File: config.mk
export PLATFORM = sky130hd
export DESIGN_NAME = aes32_round_seq
export DESIGN_NICKNAME = d
export VERILOG_FILES = /design/src/rtl/aes32_round_seq.sv
export SDC_FILE = /design/constraint.sdc
export NUM_CORES = 1
export LEC_CHECK = 0
export ABC_CLOCK_PERIOD_IN_PS = 9600
export CAP_MARGIN = 20
export CORE_ASPECT_RATIO = 0.9
export CORE_MARGIN = 2
export CORE_UTILIZATION = 45
export DETAILED_ROUTE_END_ITERATION = 6
export DONT_BUFFER_PORTS = 1
export GPL_TIMING_DRIVEN = 0
export SYNTH_ARGS = -nofsm -noshare
export SYNTH_HDL_FRONTEND = slang
export SYNTH_SLANG_ARGS = --single-unit
File: constraint.sdc
create_clock -name g_clk -period 9.6 [get_ports g_clk]
set_clock_uncertainty 0.1 [all_clocks]
set_input_delay 0.96 -clock g_clk [delete_from_list [all_inputs] [get_ports g_clk]]
set_output_delay 0.96 -clock g_clk [all_outputs]
set_load 0.005 [all_outputs]
File: src/rtl/aes32_round_seq.sv
// aes32_round_seq: runs one AES round as 16 sequential aes32 byte operations,
// folding (Inv)ShiftRows into the choice of source column for each operation.
module aes32_round_seq (
  input  logic         g_clk,
  input  logic         g_reset,
  input  logic         req_valid,
  output logic         req_ready,
  input  logic         req_dec,
  input  logic         req_mix,
  input  logic [127:0] req_state,
  input  logic [127:0] req_rkey,
  output logic         rsp_valid,
  input  logic         rsp_ready,
  output logic [127:0] rsp_state,
  output logic         aes_valid,
  input  logic         aes_ready,
  output logic         aes_dec,
  output logic         aes_mix,
  output logic [31:0]  aes_rs1,
  output logic [31:0]  aes_rs2,
  output logic [1:0]   aes_bs,
  input  logic [31:0]  aes_rd
);

  typedef enum logic [1:0] {
    IDLE  = 2'd0,
    ISSUE = 2'd1,
    DONE  = 2'd2
  } state_t;

  state_t        state_q, state_d;
  logic [3:0]    cnt_q;
  logic [31:0]   acc_q;
  logic [127:0]  rsp_q;
  logic [127:0]  src_q;
  logic [127:0]  rkey_q;
  logic          dec_q;
  logic          mix_q;

  logic [1:0]    col;
  logic [1:0]    bs;
  logic [1:0]    src_sel;
  logic          accept;
  logic          fire;

  assign col     = cnt_q[3:2];
  assign bs      = cnt_q[1:0];
  // Two-bit wrap-around gives the mod-4 column offset of (Inv)ShiftRows.
  assign src_sel = dec_q ? (col - bs) : (col + bs);
  assign accept  = (state_q == IDLE) && req_valid;
  assign fire    = (state_q == ISSUE) && aes_ready;

  // NOTE: sequential state uses non-blocking assignments so every register
  // samples the pre-edge values regardless of process ordering.
  always_ff @(posedge g_clk) begin
    if (g_reset) state_q <= IDLE;
    else         state_q <= state_d;
  end

  always_comb begin
    // NOTE: the default assignment first keeps this block free of latches.
    state_d = state_q;
    unique case (state_q)
      IDLE:    if (req_valid) state_d = ISSUE;
      ISSUE:   if (fire && (cnt_q == 4'd15)) state_d = DONE;
      DONE:    if (rsp_ready) state_d = IDLE;
      default: state_d = IDLE;
    endcase
  end

  always_comb begin
    req_ready = 1'b0;
    rsp_valid = 1'b0;
    aes_valid = 1'b0;
    aes_dec   = 1'b0;
    aes_mix   = 1'b0;
    aes_rs1   = '0;
    aes_rs2   = '0;
    aes_bs    = '0;
    unique case (state_q)
      IDLE:  req_ready = 1'b1;
      ISSUE: begin
        aes_valid = 1'b1;
        aes_dec   = dec_q;
        aes_mix   = mix_q;
        aes_bs    = bs;
        aes_rs2   = src_q[{src_sel, 5'd0} +: 32];
        aes_rs1   = (bs == 2'd0) ? rkey_q[{col, 5'd0} +: 32] : acc_q;
      end
      DONE:    rsp_valid = 1'b1;
      default: ;
    endcase
  end

  assign rsp_state = rsp_q;

  // NOTE: the request operands carry no reset; they are only read in ISSUE,
  // which is reachable solely through a request that loads them.
  always_ff @(posedge g_clk) begin
    if (accept) begin
      dec_q  <= req_dec;
      mix_q  <= req_mix;
      src_q  <= req_state;
      rkey_q <= req_rkey;
    end
  end

  always_ff @(posedge g_clk) begin
    if (g_reset) begin
      cnt_q <= 4'd0;
      acc_q <= 32'd0;
      rsp_q <= 128'd0;
    end else if (accept) begin
      cnt_q <= 4'd0;
    end else if (fire) begin
      acc_q <= aes_rd;
      cnt_q <= cnt_q + 4'd1;
      if (bs == 2'd3) rsp_q[{col, 5'd0} +: 32] <= aes_rd;
    end
  end

endmodule

==> reports/metrics.yaml, run 1 <==
status: "complete, no violations"
max_freq_ghz: 0.247
cpPeakStageDelay_ns: 0.47
syn_nets: 1560
grt_pass1_wl_um: 67900
crit_fanout: 10
root_buffer: "clkbuf_16"
ys_warn_count: 0
die-width_um: 205
gp_congestion: 0.970
layout.nets: 1610
muxShareOfSynthArea: 0.104
clk_latency_ns: 0.56
place_ws_ns: 6.05
portBuffers: 0
p_leak_nw: 6.04
avgSynthCellArea_um2: 13.0
cts_resized: 0
critPathCaptureType: "output pin"
yosys-top-cells-area: "edfxtp_1 47%, dfxtp_1 20%, mux2i_1 6.0%, a21oi_1 5.0%, nand4_1 4.9%"
yosys.area_share.simple: 0.113
grt_max_degree: 75
cp_slowest_cell: "xnor2_4"
hold_buffers: 0
netlist.area_leader.share: 0.475
cellPowerDensity_nw_per_um2: 211
post-route-util: 0.513
ant_nets: 0
period_share: 0.422
syn_area_um2: 16300
firstDrtPassIters: 5
drv_slew: 0
die-area_um2: 37800
layout_setup_ws_ns: 5.55
worst_ep_arrival_time_ns: 2.99
finalNonFillerCells: 1823
numCtsBuffers: 44
critPathLaunchType: "register"
yosysUniqueCellTypes: 32
cts_tree: "built"
ys_seq_elements: 424
grt_pass1_vias: 10313
critPathKind: "reg2out"
syn_to_final_growth_pct: 13.0
clk_pin_slew_ns: 0.06
vdd_drop_max_uv: 167
grt_usage: 0.245
synth_fa_ha_area_frac: 0.00614
required_ns: 8.54
max-slew-margin-rel: 0.379
place_hpwl_um: 35500
path_cells: "buf_4, inv_2, ha_1, xor2_2, xnor2_4, buf_6, mux2i_1, o22ai_1"
synth_xor_area_frac: 0.00430
synth_top_area_cell: "edfxtp_1"
antenna_found_initial: 14
synth_compound_area_frac: 0.0623
final_hold_viol_count: 0
min_path_type: "reg2reg"
maxCapViolCount: 0
first_iter_violations: 758
drive_gt1_frac: 0.110
vias: 10591
viasPerCell: 5.81
p_total_mw: 3.89
htreeDepth: 2
rsz0062_at_grt: "false"
fillCellCount: 3107
wirelength_um: 47900
ys_seq_area_frac: 0.679
post_cts_buffers: 0
period_needed_ns: 4.05
globalRouteOverflowTotal: 0
synthCells: 1257
setup_viol: 0
routedWlPerCell_um: 26.3
dp.cells: 1737
start_util: 0.454
tightest_slew_ns: 0.932
rrSetupSlack_ns: 6.17
synth_top_family_by_area: "simple AND/OR/NAND/NOR gates"
max-clock-path-buffers: 3
fp.dieH_um: 185
drc: 0
cts.sinks: 424
core_area_um2: 35900
io_pins: 494
rows: 66
## worst paths after layout
kind / startpoint / to / depth (start not counted)
worst max-delay path: cnt_q[2]$_SDFFE_PP0P_ / aes_rs2[0] / 8
worst min-delay path: acc_q[23]$_SDFFE_PP0P_ / acc_q[23]$_SDFFE_PP0P_ / 2
worst max register to register: cnt_q[3]$_SDFFE_PP0P_ / rsp_state[44]$_SDFFE_PP0P_ / 9
worst min register to register: acc_q[23]$_SDFFE_PP0P_ / acc_q[23]$_SDFFE_PP0P_ / 2
## cells in the mapped netlist
cell type,n
edfxtp_1,258
nand2_1,200
dfxtp_1,166
a21oi_1,162
nand4_1,129
mux2i_1,97
clkbuf_1,68
nor2_1,38
mux4_2,32
o22ai_1,32
buf_2,27
ha_1,8
buf_6,7
buf_1,6
and2_1,3
inv_1,3
nand2b_1,3
xnor2_1,3
inv_2,2
and3b_1,1
and4b_1,1
buf_4,1
nor2b_1,1
nor3_1,1
nor4_4,1
nor4b_2,1
nor4b_4,1
nor4bb_1,1
o21ai_0,1
or2_2,1
xnor2_4,1
xor2_2,1
## placed cells by master (no fill, tap or decap), types with 2 or more instances in the layout
| cell type | n |
|---|---|
| clkinv_2 | 10 |
| nand2b_1 | 3 |
| buf_2 | 27 |
| xnor2_1 | 3 |
| inv_1 | 3 |
| buf_1 | 6 |
| clkinvlp_4 | 3 |
| clkinv_1 | 4 |
| a21oi_1 | 162 |
| nand2_1 | 200 |
| edfxtp_1 | 258 |
| mux4_2 | 32 |
| inv_2 | 2 |
| inv_6 | 2 |
| buf_12 | 2 |
| clkbuf_1 | 76 |
| buf_16 | 2 |
| diode_2 | 6 |
| clkbuf_16 | 45 |
| clkbuf_4 | 2 |
| nand4_1 | 129 |
| buf_6 | 7 |
| nor2_1 | 38 |
| mux2i_1 | 97 |
| dfxtp_1 | 166 |
| bufinv_16 | 4 |
| ha_1 | 8 |
| and2_1 | 2 |
| o22ai_1 | 32 |
## final cells by class
type                    instances  area [um^2]  area share
flip-flops and latches        424        11100       0.601
multi-input cells             719         4720       0.256
clock buffers                  57         1190      0.0645
well taps                     476          596      0.0323
plain buffers                 109          499      0.0271
clock inverters                23          225      0.0122
repair buffers                  4         95.1     0.00516
inverters                       5         18.8     0.00102
diodes                          6         15.0    0.000814
## sequential cells by signal (all words and copies together) (netlist names)
name / flops
acc_q: 32
cnt_q: 4
dec_q: 1
mix_q: 1
rkey_q: 128
rsp_state: 128
src_q: 128
state_q: 2
## worst max-delay path: cells and delay by family (launching register included)
family,cells,cell delay (ns)
mux,1,0.31
buf+inv,3,0.69
flops,1,0.35
compound gates,1,0.18
fa+ha+maj,1,0.24
xor+xnor,2,0.65
## power by group
group | switching (mW) | internal [mW]
combinational | 0.108 | 0.0592
sequential | 0.0205 | 2.01
clock | 0.709 | 0.984
## metal layers
metal | GRT usage | part of all wire | wire, um | vias to the layer above
met5 | 0 | 0.0023 | 109 | -
met4 | 0.0841 | 0.026 | 1270 | 16
met3 | 0.0873 | 0.10 | 4780 | 88
met2 | 0.416 | 0.50 | 23900 | 501
met1 | 0.289 | 0.37 | 17900 | 5196
li1 | - | - | - | 4790
## per-stage QoR
stage                     instance area, um^2  hold WS (ns)  setup TNS [ns]
after global routing                    18400         0.374               0
after detailed placement                17000         0.353               0
after global placement                  16900         0.347          -24.96
after floorplan                         16300         0.336               0
after CTS                               18400         0.362               0
final                                   18400         0.360               0
## cell families after synthesis
| logic type | count (synthesis) |
|---|---|
| compound gates | 195 |
| xor+xnor | 5 |
| fa+ha+maj | 8 |
| buf+inv | 114 |
| flops | 424 |
| mux | 129 |
| simple gates | 382 |
Power figures use the tool's default switching activity.
==> run 2: changes to the inputs <==
--- a/config.mk
+++ b/config.mk
@@ -5,7 +5,7 @@
 export SDC_FILE = /design/constraint.sdc
 export NUM_CORES = 1
 export LEC_CHECK = 0
-export ABC_CLOCK_PERIOD_IN_PS = 9600
+export ABC_CLOCK_PERIOD_IN_PS = 3900
 export CAP_MARGIN = 20
 export CORE_ASPECT_RATIO = 0.9
 export CORE_MARGIN = 2
==> constraint.sdc (replaced) <==
create_clock -name g_clk -period 3.9 [get_ports g_clk]
set_clock_uncertainty 0.1 [all_clocks]
set_input_delay 0.39 -clock g_clk [delete_from_list [all_inputs] [get_ports g_clk]]
set_output_delay 0.39 -clock g_clk [all_outputs]
set_load 0.005 [all_outputs]
==> run 2 against run 1 <==
Compared with the run above:
- die area unchanged
- first-iteration DRC count is 19% higher
- combinational power rose to 4.3 times the previous value
- cell count up 16%
- sequential cell count did not move
- global-route usage grew 3.4 points
- routed wire length rose by 12%
- critical endpoint is now aes_rs2[20]
- largest power group unchanged
==> reports/metrics.yaml, run 2 (synthesized netlist as in run 1, its figures left out) <==
status: "complete, no violations"
clk_latency_ns: 0.55
die-width_um: 205
rsz0062_at_grt: "false"
viasPerCell: 5.69
drv_slew: 0
p_total_mw: 10.1
critPathKind: "reg2out"
grt_pass1_wl_um: 78100
dp.cells: 1737
path_cells: "buf_4, inv_2, ha_1, xor2_2, xnor2_4, buf_6, mux2i_1, o22ai_1"
antenna_found_initial: 2
drc: 0
power.share.clock: 0.433
critPathTopFamily: "buffers and inverters"
hold_buffers: 292
cellPowerDensity_nw_per_um2: 472
place_hpwl_um: 35700
start_util: 0.454
max_freq_ghz: 0.267
max-clock-path-buffers: 3
final_common_cell: "dlygate4sd3_1"
core_area_um2: 35900
r2r_start: "cnt_q[3]$_SDFFE_PP0P_"
critPathLaunchType: "register"
cts_resized: 0
holdPathStages: 3
r2r-end: "rsp_state[79]$_SDFFE_PP0P_"
gp_congestion: 0.926
maxCapViolCount: 0
io_pins: 494
p_int_mw: 7.91
clk_pin_slew_ns: 0.06
max-slew-margin-rel: 0.357
min_path_type: "in2reg"
seqCellArea_um2: 11100
swShare: 0.218
vias: 12021
final_hold_viol_count: 0
firstDrtPassIters: 7
vdd_drop_max_uv: 605
portBuffers: 0
crit_fanout: 10
critPathCaptureType: "output pin"
cp_slowest_cell: "mux2i_1"
p_seq_frac: 0.495
post_cts_buffers: 0
rrSetupSlack_ns: 0.47
hold_end: "acc_q[0]$_SDFFE_PP0P_"
path_buf_inv: 3
most-common-layout-cells: "292 x dlygate4sd3_1, 258 x edfxtp_1, 200 x nand2_1"
layout.nets: 1902
worst_ep_arrival_time_ns: 3.25
multi_input_area_um2: 4720
switching_power_mw: 2.20
fp.dieH_um: 185
required_ns: 3.41
rows: 66
cts_tree: "built"
root_buffer: "clkbuf_16"
grt_usage: 0.279
tightest_slew_ns: 0.964
cpPeakStageDelay_ns: 0.50
period_needed_ns: 3.74
syn_to_final_growth_pct: 31.3
fillCellCount: 2801
rr_worst_depth: 9
ant_nets: 0
grt_pass1_vias: 12229
p_leak_nw: 7.28
setup_tns_ns: 0
wirelength_um: 53800
min_from: "aes_ready"
first_iter_violations: 904
cts.sinks: 424
htreeDepth: 2
timing.hold.ws_ns: 0.136
numCtsBuffers: 44
die-area_um2: 37800
setup_viol: 0
drive_gt1_frac: 0.0852
grt_max_degree: 69
period_share: 0.959
globalRouteOverflowTotal: 0
combPwrFrac: 0.072
finalNonFillerCells: 2111
routedWlPerCell_um: 25.5
run 2: cell types whose count changed in the layout (fill, tap and decap cells not counted), moves of 3 or more:
cell,delta
clkinv_2,-6
bufinv_16,+3
clkbuf_1,+6
dlygate4sd3_1,+292
run 2: metrics by stage:
| stage | utilization | setup WS [ns] | area (um^2) |
|---|---|---|---|
| 6_report | 0.596 | 0.159 | 21400 |
| 5_1_grt | 0.596 | 0.119 | 21400 |
| 4_1_cts | 0.596 | 0.173 | 21400 |
| 3_5_place_dp | 0.474 | 0.533 | 17000 |
| 3_3_place_gp | 0.471 | 0.190 | 16900 |
| 2_1_floorplan | - | 0.931 | 16300 |
run 2: worst min-delay path: cells and delay by family:
kind,cells,cell delay [ns]
AND/OR/NAND/NOR,2,0.28
AO/OA/AOI/OAI,1,0.06
run 2: cell type report:
type	count	area share
Multi-Input combinational cell	719	0.221
Clock inverter	17	0.0120
Antenna cell	4	0.000467
Inverter	5	0.000876
Buffer	109	0.0233
Clock buffer	61	0.0563
Timing Repair Buffer	296	0.142
Sequential cell	424	0.517
Tap cell	476	0.0278
run 2: worst max path at each step:
stage | cells after the start | slack (ns) | start | end
2_1_floorplan | 4 | 0.93 | state_q[1]$_SDFFE_PP0P_ | cnt_q[0]$_SDFFE_PP0P_
3_3_place_gp | 4 | 0.19 | state_q[1]$_SDFFE_PP0P_ | cnt_q[0]$_SDFFE_PP0P_
3_5_place_dp | 9 | 0.53 | cnt_q[3]$_SDFFE_PP0P_ | rsp_state[79]$_SDFFE_PP0P_
4_1_cts | 8 | 0.17 | cnt_q[2]$_SDFFE_PP0P_ | aes_rs2[20]
5_1_grt | 8 | 0.12 | cnt_q[2]$_SDFFE_PP0P_ | aes_rs2[20]
6_report | 8 | 0.16 | cnt_q[2]$_SDFFE_PP0P_ | aes_rs2[20]
run 2: routing by layer:
layer / up-vias / track usage / share of wire
met5: - / 0 / 0.00020
met4: 2 / 0.0933 / 0.032
met3: 126 / 0.0822 / 0.096
met2: 636 / 0.478 / 0.50
met1: 5876 / 0.338 / 0.38
li1: 5381 / - / -
run 2: power by group through the flow:
stage | combinational (mW) | clock [mW] | sequential [mW]
after floorplan | 0.296 | 0 | 5.08
final | 0.725 | 4.38 | 5.01
after global placement | 0.398 | 0 | 5.10
after detailed placement | 0.422 | 0 | 5.10
after CTS | 0.710 | 4.38 | 5.00
after global routing | 0.770 | 4.59 | 5.02
==> run 3: changes to the inputs <==
--- a/config.mk
+++ b/config.mk
@@ -8,7 +8,6 @@
 export ABC_CLOCK_PERIOD_IN_PS = 3900
 export CAP_MARGIN = 20
 export CORE_ASPECT_RATIO = 0.9
-export CORE_MARGIN = 2
 export CORE_UTILIZATION = 45
 export DETAILED_ROUTE_END_ITERATION = 6
 export DONT_BUFFER_PORTS = 1
==> run 3 against run 2 <==
Compared with the run above:
- sequential cell count stayed put
- critical path type unchanged
- register-to-register slack worse by 0.05 ns
- die area is 2.0% lower
- first-iteration DRC count is 5.0% lower
- combinational power is 1% lower
- worst hold slack worse by 0.049 ns
- highest routed layer is now met4
- non-clock buffer count stayed put
- clock-buffer cell count is 8 lower
- critical endpoint is now aes_rs2[3]
- largest cell class unchanged
- core utilization is 0.73 points higher
==> reports/metrics.yaml, run 3 (synthesized netlist as in run 1, its figures left out) <==
die-width_um: 203
r2r-end: "rsp_state[77]$_SDFFE_PP0P_"
ant_nets: 0
hold_end: "acc_q[31]$_SDFFE_PP0P_"
start_util: 0.461
die-area_um2: 37000
crit_fanout: 10
tightest_slew_ns: 0.962
r2r_start: "cnt_q[3]$_SDFFE_PP0P_"
rrSetupSlack_ns: 0.42
post_cts_buffers: 0
post-route-util: 0.603
cts.sinks: 424
power.share.clock: 0.420
cpPeakStageDelay_ns: 0.53
final_common_cell: "dlygate4sd3_1"
min_from: "aes_ready"
p_total_mw: 9.87
clk_latency_ns: 0.55
worst_ep_arrival_time_ns: 3.08
io_pins: 494
path_buf_inv: 3
required_ns: 3.41
dp.cells: 1730
rr_worst_depth: 9
cts_resized: 0
holdPathStages: 3
critPathLaunchType: "register"
first_iter_violations: 859
max-slew-margin-rel: 0.359
path_cells: "buf_4, inv_2, ha_1, xor2_2, xnor2_4, buf_6, mux2i_1, o22ai_1"
setup_tns_ns: 0
routedWlPerCell_um: 24.9
switching_power_mw: 2.18
gp_congestion: 0.916
critPathTopFamily: "buffers and inverters"
layout.nets: 1902
max_freq_ghz: 0.280
combPwrFrac: 0.072
globalRouteOverflowTotal: 0
rsz0062_at_grt: "false"
p_leak_nw: 7.26
setup_viol: 0
portBuffers: 0
drv_slew: 0
vias: 11977
root_buffer: "clkbuf_16"
p_int_mw: 7.69
final_hold_viol_count: 0
grt_pass1_vias: 12078
period_share: 0.916
clk_pin_slew_ns: 0.06
cts_tree: "built"
period_needed_ns: 3.57
drive_gt1_frac: 0.0900
cellPowerDensity_nw_per_um2: 462
min_path_type: "in2reg"
core_area_um2: 35400
rows: 65
critPathCaptureType: "output pin"
grt_usage: 0.279
antenna_found_initial: 3
grt_pass1_wl_um: 77100
placed_cell_area_um2: 17000
swShare: 0.221
syn_to_final_growth_pct: 30.9
htreeDepth: 2
drc: 0
vdd_drop_max_uv: 456
grt_max_degree: 75
cp_slowest_cell: "xnor2_4"
fp.dieH_um: 183
viasPerCell: 5.69
maxCapViolCount: 0
critPathKind: "reg2out"
p_seq_frac: 0.507
final_area_um2: 21300
max-clock-path-buffers: 3
firstDrtPassIters: 7
finalNonFillerCells: 2106
numCtsBuffers: 44
place_hpwl_um: 35700
most-common-layout-cells: "292 x dlygate4sd3_1, 258 x edfxtp_1, 200 x nand2_1"
wirelength_um: 52400
status: "complete, no violations"
run 3: power groups by stage:
stage | registers (mW) | clock network [mW] | logic (mW)
after global routing | 5.01 | 4.39 | 0.760
after floorplan | 5.08 | 0 | 0.296
after detailed placement | 5.10 | 0 | 0.418
final | 5.00 | 4.15 | 0.715
after CTS | 5.00 | 4.19 | 0.706
after global placement | 5.10 | 0 | 0.398
run 3: layout make-up:
cell class / instances / area, um^2
diodes: 4 / 10.0
fillers: 2732 / 14000
clock buffers: 53 / 1210
repair buffers: 296 / 3020
plain buffers: 109 / 499
clock inverters: 27 / 214
inverters: 5 / 18.8
multi-input cells: 719 / 4720
well taps: 469 / 587
flip-flops and latches: 424 / 11100
run 3: through the flow:
step | hold slack [ns] | setup slack [ns]
6_report | 0.0870 | 0.327
5_1_grt | 0.132 | 0.129
4_1_cts | 0.103 | 0.250
3_5_place_dp | 0.351 | 0.491
3_3_place_gp | 0.350 | 0.155
2_1_floorplan | 0.336 | 0.931
run 3: worst max path at each step:
| stage | end | from | slack, ns | cells past startpoint |
|---|---|---|---|---|
| 5_1_grt | aes_rs2[23] | cnt_q[2]$_SDFFE_PP0P_ | 0.13 | 8 |
| 3_5_place_dp | rsp_state[76]$_SDFFE_PP0P_ | cnt_q[3]$_SDFFE_PP0P_ | 0.49 | 9 |
| 6_report | aes_rs2[3] | cnt_q[2]$_SDFFE_PP0P_ | 0.33 | 8 |
| 3_3_place_gp | cnt_q[2]$_SDFFE_PP0P_ | state_q[1]$_SDFFE_PP0P_ | 0.16 | 4 |
| 4_1_cts | aes_rs2[3] | cnt_q[2]$_SDFFE_PP0P_ | 0.25 | 8 |
| 2_1_floorplan | cnt_q[0]$_SDFFE_PP0P_ | state_q[1]$_SDFFE_PP0P_ | 0.93 | 4 |
run 3: metal layers:
layer,wire length [um],track usage,part of all wire,vias to the layer above
li1,-,-,-,5381
met1,19800,0.338,0.38,5864
met2,26400,0.482,0.50,635
met3,4710,0.0741,0.090,97
met4,1370,0.0887,0.026,0
met5,0,0,0,-
run 3: what timing repair did:
item | CTS | global route
endpoints found under the setup margin | 0 | 0
endpoints found under the hold margin | 420 | 0
hold buffers | 292 | 0
run 3: tightest hold or removal path, delay by kind of cell:
kind | cells | cell delay [ns]
AO/OA/AOI/OAI | 1 | 0.05
AND/OR/NAND/NOR | 2 | 0.24
